### config.mk
export PLATFORM = sky130hd
export DESIGN_NAME = hazard_ctrl_mc
export DESIGN_NICKNAME = d
export VERILOG_FILES = /design/src/rtl/hazard_ctrl_mc.sv
export SDC_FILE = /design/constraint.sdc
export NUM_CORES = 1
export LEC_CHECK = 0
export BUFFER_PORTS_ARGS = -buffer_cell sky130_fd_sc_hd__buf_4
export CORE_ASPECT_RATIO = 0.7
export CORE_MARGIN = 1
export CORE_UTILIZATION = 49
export DETAILED_ROUTE_END_ITERATION = 12
export PLACE_DENSITY = 0.92
export SLEW_MARGIN = 20
export SYNTH_ARGS = -nofsm -noshare
export SYNTH_HDL_FRONTEND = slang
export SYNTH_SLANG_ARGS = --single-unit
### constraint.sdc
create_clock -name clk -period 2.63 [get_ports clk]
set_input_delay 0.263 -clock clk [delete_from_list [all_inputs] [get_ports clk]]
set_output_delay 0.263 -clock clk [all_outputs]
set_load 0.05 [all_outputs]
### src/rtl/hazard_ctrl_mc.sv
// hazard_ctrl_mc: pipeline hazard controller for a 5-stage core with a multi-cycle
// divider, a variable-latency data-memory handshake and precise exceptions taken in M.
//
// Optional feature macro: HAZARD_FWD_E2D_EN
//   defined   -> E result forwarded into D (forwardaD/bD code 01); branch compares no
//                longer stall on non-load E writers.
//   undefined -> no E->D path; a branch in D stalls on any E writer of a used source.
//
// Ports
//   clk, resetn                 clock, asynchronous active-low reset
//   rsD, rtD, use_rsD, use_rtD  D-stage sources and whether they are actually read
//   branchD                     branch/jr compare happening in D
//   rsE, rtE                    E-stage sources
//   writereg{E,M,W}             destination register per stage
//   regwrite{E,M,W}             destination written per stage
//   memtoreg{E,M}               2'b01 marks a load in that stage
//   div_startE                  divide instruction sitting in E
//   mem_reqM, mem_data_okM      data-memory request from M / completion this cycle
//   exceptM                     exception committed in M
//   forwardaD/bD                00 regfile, 01 E, 10 M, 11 W
//   forwardaE/bE                00 regfile, 10 M, 01 W
//   div_busyE, div_doneE        divider occupying E / completion pulse on last busy cycle
//   stall{F,D,E,M}, flush{F,D,E,M,W}  pipeline register controls

module hazard_ctrl_mc #(
    parameter int unsigned REG_AW     = 5,
    parameter int unsigned DIV_CYCLES = 32,
    parameter int unsigned DIV_CNT_W  = 6
) (
    input  logic              clk,
    input  logic              resetn,
    input  logic [REG_AW-1:0] rsD,
    input  logic [REG_AW-1:0] rtD,
    input  logic              use_rsD,
    input  logic              use_rtD,
    input  logic              branchD,
    input  logic [REG_AW-1:0] rsE,
    input  logic [REG_AW-1:0] rtE,
    input  logic [REG_AW-1:0] writeregE,
    input  logic [REG_AW-1:0] writeregM,
    input  logic [REG_AW-1:0] writeregW,
    input  logic              regwriteE,
    input  logic              regwriteM,
    input  logic              regwriteW,
    input  logic [1:0]        memtoregE,
    input  logic [1:0]        memtoregM,
    input  logic              div_startE,
    input  logic              mem_reqM,
    input  logic              mem_data_okM,
    input  logic              exceptM,
    output logic [1:0]        forwardaD,
    output logic [1:0]        forwardbD,
    output logic [1:0]        forwardaE,
    output logic [1:0]        forwardbE,
    output logic              div_busyE,
    output logic              div_doneE,
    output logic              stallF,
    output logic              stallD,
    output logic              stallE,
    output logic              stallM,
    output logic              flushF,
    output logic              flushD,
    output logic              flushE,
    output logic              flushM,
    output logic              flushW
);

    localparam logic [1:0]           MemLoad  = 2'b01;
    localparam logic [DIV_CNT_W-1:0] DivStart = DIV_CNT_W'(DIV_CYCLES - 1);

    typedef enum logic {StIdle, StWait} mem_state_e;

    mem_state_e           mem_state_q, mem_state_d;
    logic [DIV_CNT_W-1:0] div_cnt_q, div_cnt_d;
    logic                 div_done_q, div_done_d;

    logic load_e, load_m;
    logic m_fwd_ok, w_fwd_ok;
    logic lw_stall, br_stall, mem_stall, except_flush, div_start;

    assign load_e   = (memtoregE == MemLoad);
    assign load_m   = (memtoregM == MemLoad);
    // Loads only have data once they reach W, so M forwards ALU results only.
    assign m_fwd_ok = regwriteM & ~load_m & (writeregM != '0);
    assign w_fwd_ok = regwriteW & (writeregW != '0);

`ifdef HAZARD_FWD_E2D_EN
    logic e_fwd_ok;
    assign e_fwd_ok = regwriteE & ~load_e & (writeregE != '0);
`endif

    // Later assignments win, so the nearest producer is written last.
    always_comb begin
        forwardaD = 2'b00;
        forwardbD = 2'b00;
        if (w_fwd_ok && writeregW == rsD) forwardaD = 2'b11;
        if (w_fwd_ok && writeregW == rtD) forwardbD = 2'b11;
        if (m_fwd_ok && writeregM == rsD) forwardaD = 2'b10;
        if (m_fwd_ok && writeregM == rtD) forwardbD = 2'b10;
`ifdef HAZARD_FWD_E2D_EN
        if (e_fwd_ok && writeregE == rsD) forwardaD = 2'b01;
        if (e_fwd_ok && writeregE == rtD) forwardbD = 2'b01;
`endif
    end

    always_comb begin
        forwardaE = 2'b00;
        forwardbE = 2'b00;
        if (w_fwd_ok && writeregW == rsE) forwardaE = 2'b01;
        if (w_fwd_ok && writeregW == rtE) forwardbE = 2'b01;
        if (m_fwd_ok && writeregM == rsE) forwardaE = 2'b10;
        if (m_fwd_ok && writeregM == rtE) forwardbE = 2'b10;
    end

    assign lw_stall = load_e & regwriteE & (writeregE != '0) &
                      ((use_rsD & (writeregE == rsD)) | (use_rtD & (writeregE == rtD)));

`ifdef HAZARD_FWD_E2D_EN
    assign br_stall = branchD & load_m & (writeregM != '0) &
                      ((use_rsD & (writeregM == rsD)) | (use_rtD & (writeregM == rtD)));
`else
    assign br_stall = branchD &
                      ((load_m & (writeregM != '0) &
                        ((use_rsD & (writeregM == rsD)) | (use_rtD & (writeregM == rtD)))) |
                       (regwriteE & (writeregE != '0) &
                        ((use_rsD & (writeregE == rsD)) | (use_rtD & (writeregE == rtD)))));
`endif

    assign mem_stall    = ((mem_state_q == StIdle) & mem_reqM & ~mem_data_okM) |
                          ((mem_state_q == StWait) & ~mem_data_okM);
    // An exception arriving while a memory access is outstanding is not taken.
    assign except_flush = exceptM & (mem_state_q == StIdle);

    // div_done_q blocks a restart while the finished divide is still held in E.
    assign div_start = div_startE & (div_cnt_q == '0) & ~div_done_q & ~except_flush;
    assign div_busyE = div_start | (div_cnt_q != '0);
    assign div_doneE = div_busyE & (div_cnt_q == DIV_CNT_W'(1));

    always_comb begin
        stallF = 1'b0;
        stallD = 1'b0;
        stallE = 1'b0;
        stallM = 1'b0;
        flushF = 1'b0;
        flushD = 1'b0;
        flushE = 1'b0;
        flushM = 1'b0;
        flushW = 1'b0;
        if (except_flush) begin
            flushF = 1'b1;
            flushD = 1'b1;
            flushE = 1'b1;
            flushM = 1'b1;
        end else if (mem_stall) begin
            stallF = 1'b1;
            stallD = 1'b1;
            stallE = 1'b1;
            stallM = 1'b1;
            flushW = 1'b1;
        end else if (div_busyE) begin
            stallF = 1'b1;
            stallD = 1'b1;
            stallE = 1'b1;
            flushM = 1'b1;
        end else if (lw_stall || br_stall) begin
            stallF = 1'b1;
            stallD = 1'b1;
            flushE = 1'b1; // E is never stalled on this branch, so a bubble goes in
        end
    end

    always_comb begin
        div_cnt_d  = div_cnt_q;
        div_done_d = div_done_q;
        if (except_flush) begin
            div_cnt_d  = '0;
            div_done_d = 1'b0;
        end else begin
            if (div_start) begin
                div_cnt_d = DivStart;
            end else if (div_cnt_q != '0) begin
                div_cnt_d = div_cnt_q - DIV_CNT_W'(1);
            end
            if (div_doneE) begin
                div_done_d = 1'b1;
            end else if (!stallE) begin
                div_done_d = 1'b0;
            end
        end
    end

    always_comb begin
        mem_state_d = mem_state_q;
        unique case (mem_state_q)
            StIdle:  if (mem_reqM && !mem_data_okM) mem_state_d = StWait;
            StWait:  if (mem_data_okM) mem_state_d = StIdle;
            default: mem_state_d = StIdle;
        endcase
    end

    always_ff @(posedge clk or negedge resetn) begin
        if (!resetn) begin
            mem_state_q <= StIdle;
            div_cnt_q   <= '0;
            div_done_q  <= 1'b0;
        end else begin
            mem_state_q <= mem_state_d;
            div_cnt_q   <= div_cnt_d;
            div_done_q  <= div_done_d;
        end
    end

endmodule

==> impl_metrics.csv <==
group,metric,value,unit
status,status,"complete, no violations",
synth,synth_commonest_cells,"xnor2_1 (31), xor2_1 (22), nand2_1 (10), nor2_1 (10)",
synth,ys_seq_area_share,15.6,%
placement,numPortBuffers,69,
sta,finalSetupViolations,0,
die,std_cell_rows,15,
clocking,ctsLongestPathBuffers,2,
setup_path,crit_arrival,2.12,ns
power,p_comb_share,63.4,%
flow_run,cap_violations,0,
clocking,insertion_delay,0.23,ns
clocking,cts_sinks,8,
detailed_routing,ant_nets,0,
synth,synth_async_sr_flop_share,100,%
synth,yosysMostFrequentCell,"xnor2_1",
die,io_pins,70,
detailed_routing,drtIter0Drc,85,
sta,clock_skew,0.00370,ns
layout,diodes,0,
setup_path,worstSetupEndpointType,"primary output",
hold_path,hold_class,"in -> reg",
power,p_leak,0.806,nW
detailed_routing,wl_per_cell,16.4,um
synth,synth_top_area_share,21.1,%
power,p_sw,0.503,mW
setup_path,worstSetupPathType,"reg -> out",
setup_path,rrSetupSlack,0.93,ns
placement,gp_congestion,1.01,
detailed_routing,drtPass1Iterations,4,
power,peakVddDrop,0.441,mV
layout,area_delta_synth_final,44.1,%
sta,tns,0,ns
hold_path,hold_start,"mem_data_okM",
synth,synthCells,162,
clocking,post_cts_resized,0,
grt,grt_first_pass_wirelength,6.60,mm
layout,fin_util,74.7,%
synth,synth_ff_type,"dfrtp_1",
synth,synth.top_cells.by_area,"xnor2_1 (21%), dfrtp_1 (16%), xor2_1 (15%)",
power,power_frac_clock,14.0,%
power,p_sw_share,48.1,%
sta,hold_violations,0,
setup_path,cp.required,2.37,ns
grt,grt-ovfl-total,0,
power,p_int,0.543,mW
synth,synth_area,1280,um2
grt,grt_util_all_layers,32.0,%
die,die_w,63.2,um
die,core,2480,um2
sta,post-route-period-util,90.6,%
layout,nets,278,
hold_path,hold-path-endpoint,"div_done_q$_DFFE_PN0P_",
clocking,clk_pin_slew,0.04,ns
setup_path,worstReg2RegEnd,"div_cnt_q[3]$_DFFE_PN0P_",
die,start_util,51.9,%
synth,yosysWarnings,0,
sta,drv_slew,0,
setup_path,reg2reg_from,"div_cnt_q[3]$_DFFE_PN0P_",
sta,tightest_slew,0.427,ns
sta,max_slew_margin,71.3,%
sta,rsz0062_at_grt,"no",
die,die_area,2830,um2
grt,antenna_found_initial,0,
clocking,cts_setup_buffers,0,
synth,synth-edff-count,0,
power,sequentialPowerShare,22.6,%
die,fp.dieH,44.8,um
power,pwr_density_cell,565,nW/um2
clocking,cts-buffers-inserted,3,
clocking,htreeDepth,1,
synth,synth_seq_cells,8,
synth,yosys.cell_types.count,38,
synth,syn_avg_cell_area,7.93,um2
layout,drive_gt1_share,37.8,%
detailed_routing,via_per_inst,5.57,
placement,place_hpwl,3.47,mm
setup_path,start_kind,"register",
detailed_routing,finalWirelength,4.19,mm
sta,fmax,420,MHz
setup_path,reg2reg_depth,5,
grt,grt_pass1_vias,1292,
detailed_routing,vias,1427,
sta,finalCriticalPeriod,2.38,ns
setup_path,critPathMaxFanout,7,
hold_path,holdPathStages,3,
detailed_routing,route.detailed.drc,0,
clocking,cts-root-buf,"clkbuf_8",
clocking,cts_tree,"yes",
grt,grt_max_degree,9,
synth,synth_fp_nets,216,
synth,netlist.top_cell.by_area,"xnor2_1",
==> sequential cells by signal, indices dropped and copies added (netlist names) <==
signal	count
div_cnt_q	6
div_done_q	1
mem_state_q	1
==> cell type report <==
cell class | count | area, um2
clock buffer | 3 | 41.3
fill | 202 | 626
inverter | 7 | 26.3
multi-input combinational | 134 | 1010
sequential | 8 | 200
tap | 34 | 42.5
timing repair buffer | 70 | 528
==> worst max-delay path: stages, from the launching register on <==
cell     delay, ns
dfrtp_1       0.42
nor4_2        0.40
nand2_1       0.24
a21oi_1       0.20
inv_2         0.07
o41ai_2       0.32
buf_4         0.24
==> timing repair <==
item | CTS | global route
hold endpoints to repair | 8 | 0
hold buffers | 1 | 0
setup endpoints to repair | 0 | 0
==> through the flow <==
step	instance area [um2]	setup slack [ns]	hold WS (ns)	instances	total power [mW]
6_report	1850	0.246	0.354	256	1.05
5_1_grt	1850	0.0976	0.397	256	1.12
4_1_cts	1850	0.249	0.355	256	1.04
3_5_place_dp	1800	0.487	0.0860	252	0.877
3_3_place_gp	1800	0.527	0.0851	252	0.858
2_1_floorplan	1320	0.0262	-0.0326	162	0.683
==> logic make-up (layout without fill, tap and decap cells) <==
kind of cell             Yosys count  in the layout  synth area share (%)
buffers and inverters             20             80                  7.89
AO/OA/AOI/OAI                     21             21                  11.4
AND/OR/NAND/NOR                   56             56                  25.2
XOR/XNOR                          53             53                  36.1
multiplexers                       1              1                 0.876
flip-flops                         8              8                  15.6
adder cells (fa/ha/maj)            3              3                  2.92
==> power groups by stage <==
stage          Sequential [mW]  Combinational (mW)  Clock, mW
3_3_place_gp             0.229               0.629          0
4_1_cts                  0.233               0.660      0.149
5_1_grt                  0.240               0.724      0.156
3_5_place_dp             0.232               0.645          0
6_report                 0.236               0.664      0.147
2_1_floorplan            0.219               0.464          0
==> routing by layer <==
metal | global-route usage [%] | vias to the layer above | wire, um | part of all wire (%)
met4 | 9.55 | 0 | 103 | 2.5
met1 | 42.9 | 661 | 1780 | 42
li1 | - | 672 | - | -
met2 | 48.2 | 84 | 1760 | 42
met3 | 12.4 | 10 | 549 | 13
met5 | 0 | - | 0 | 0
==> cells in the final DEF (no fill, tap or decap), types with 2 or more instances in the layout <==
| master | instances |
|---|---|
| buf_4 | 69 |
| nor2_1 | 10 |
| a21oi_1 | 5 |
| o31ai_1 | 2 |
| nor3_1 | 6 |
| nor4_1 | 2 |
| nor4_4 | 2 |
| xor2_1 | 22 |
| dfrtp_1 | 8 |
| inv_1 | 6 |
| o22ai_1 | 2 |
| or4_1 | 3 |
| nor4_2 | 3 |
| nand3_1 | 8 |
| xnor2_1 | 31 |
| ha_1 | 3 |
| nand2b_1 | 4 |
| o21ai_1 | 3 |
| o21ai_0 | 2 |
| nand4_1 | 2 |
| clkbuf_8 | 3 |
| nand2_1 | 10 |
==> worst max path at each step <==
stage | from | to | depth (start not counted)
after global placement | writeregM[1] | forwardaE[0] | 6
after floorplan | div_cnt_q[3]$_DFFE_PN0P_ | flushE | 5
after CTS | div_cnt_q[3]$_DFFE_PN0P_ | flushE | 6
after detailed placement | div_cnt_q[3]$_DFFE_PN0P_ | flushE | 6
final | div_cnt_q[3]$_DFFE_PN0P_ | flushE | 6
after global routing | div_cnt_q[3]$_DFFE_PN0P_ | flushE | 6
Power figures use the tool's default switching activity.
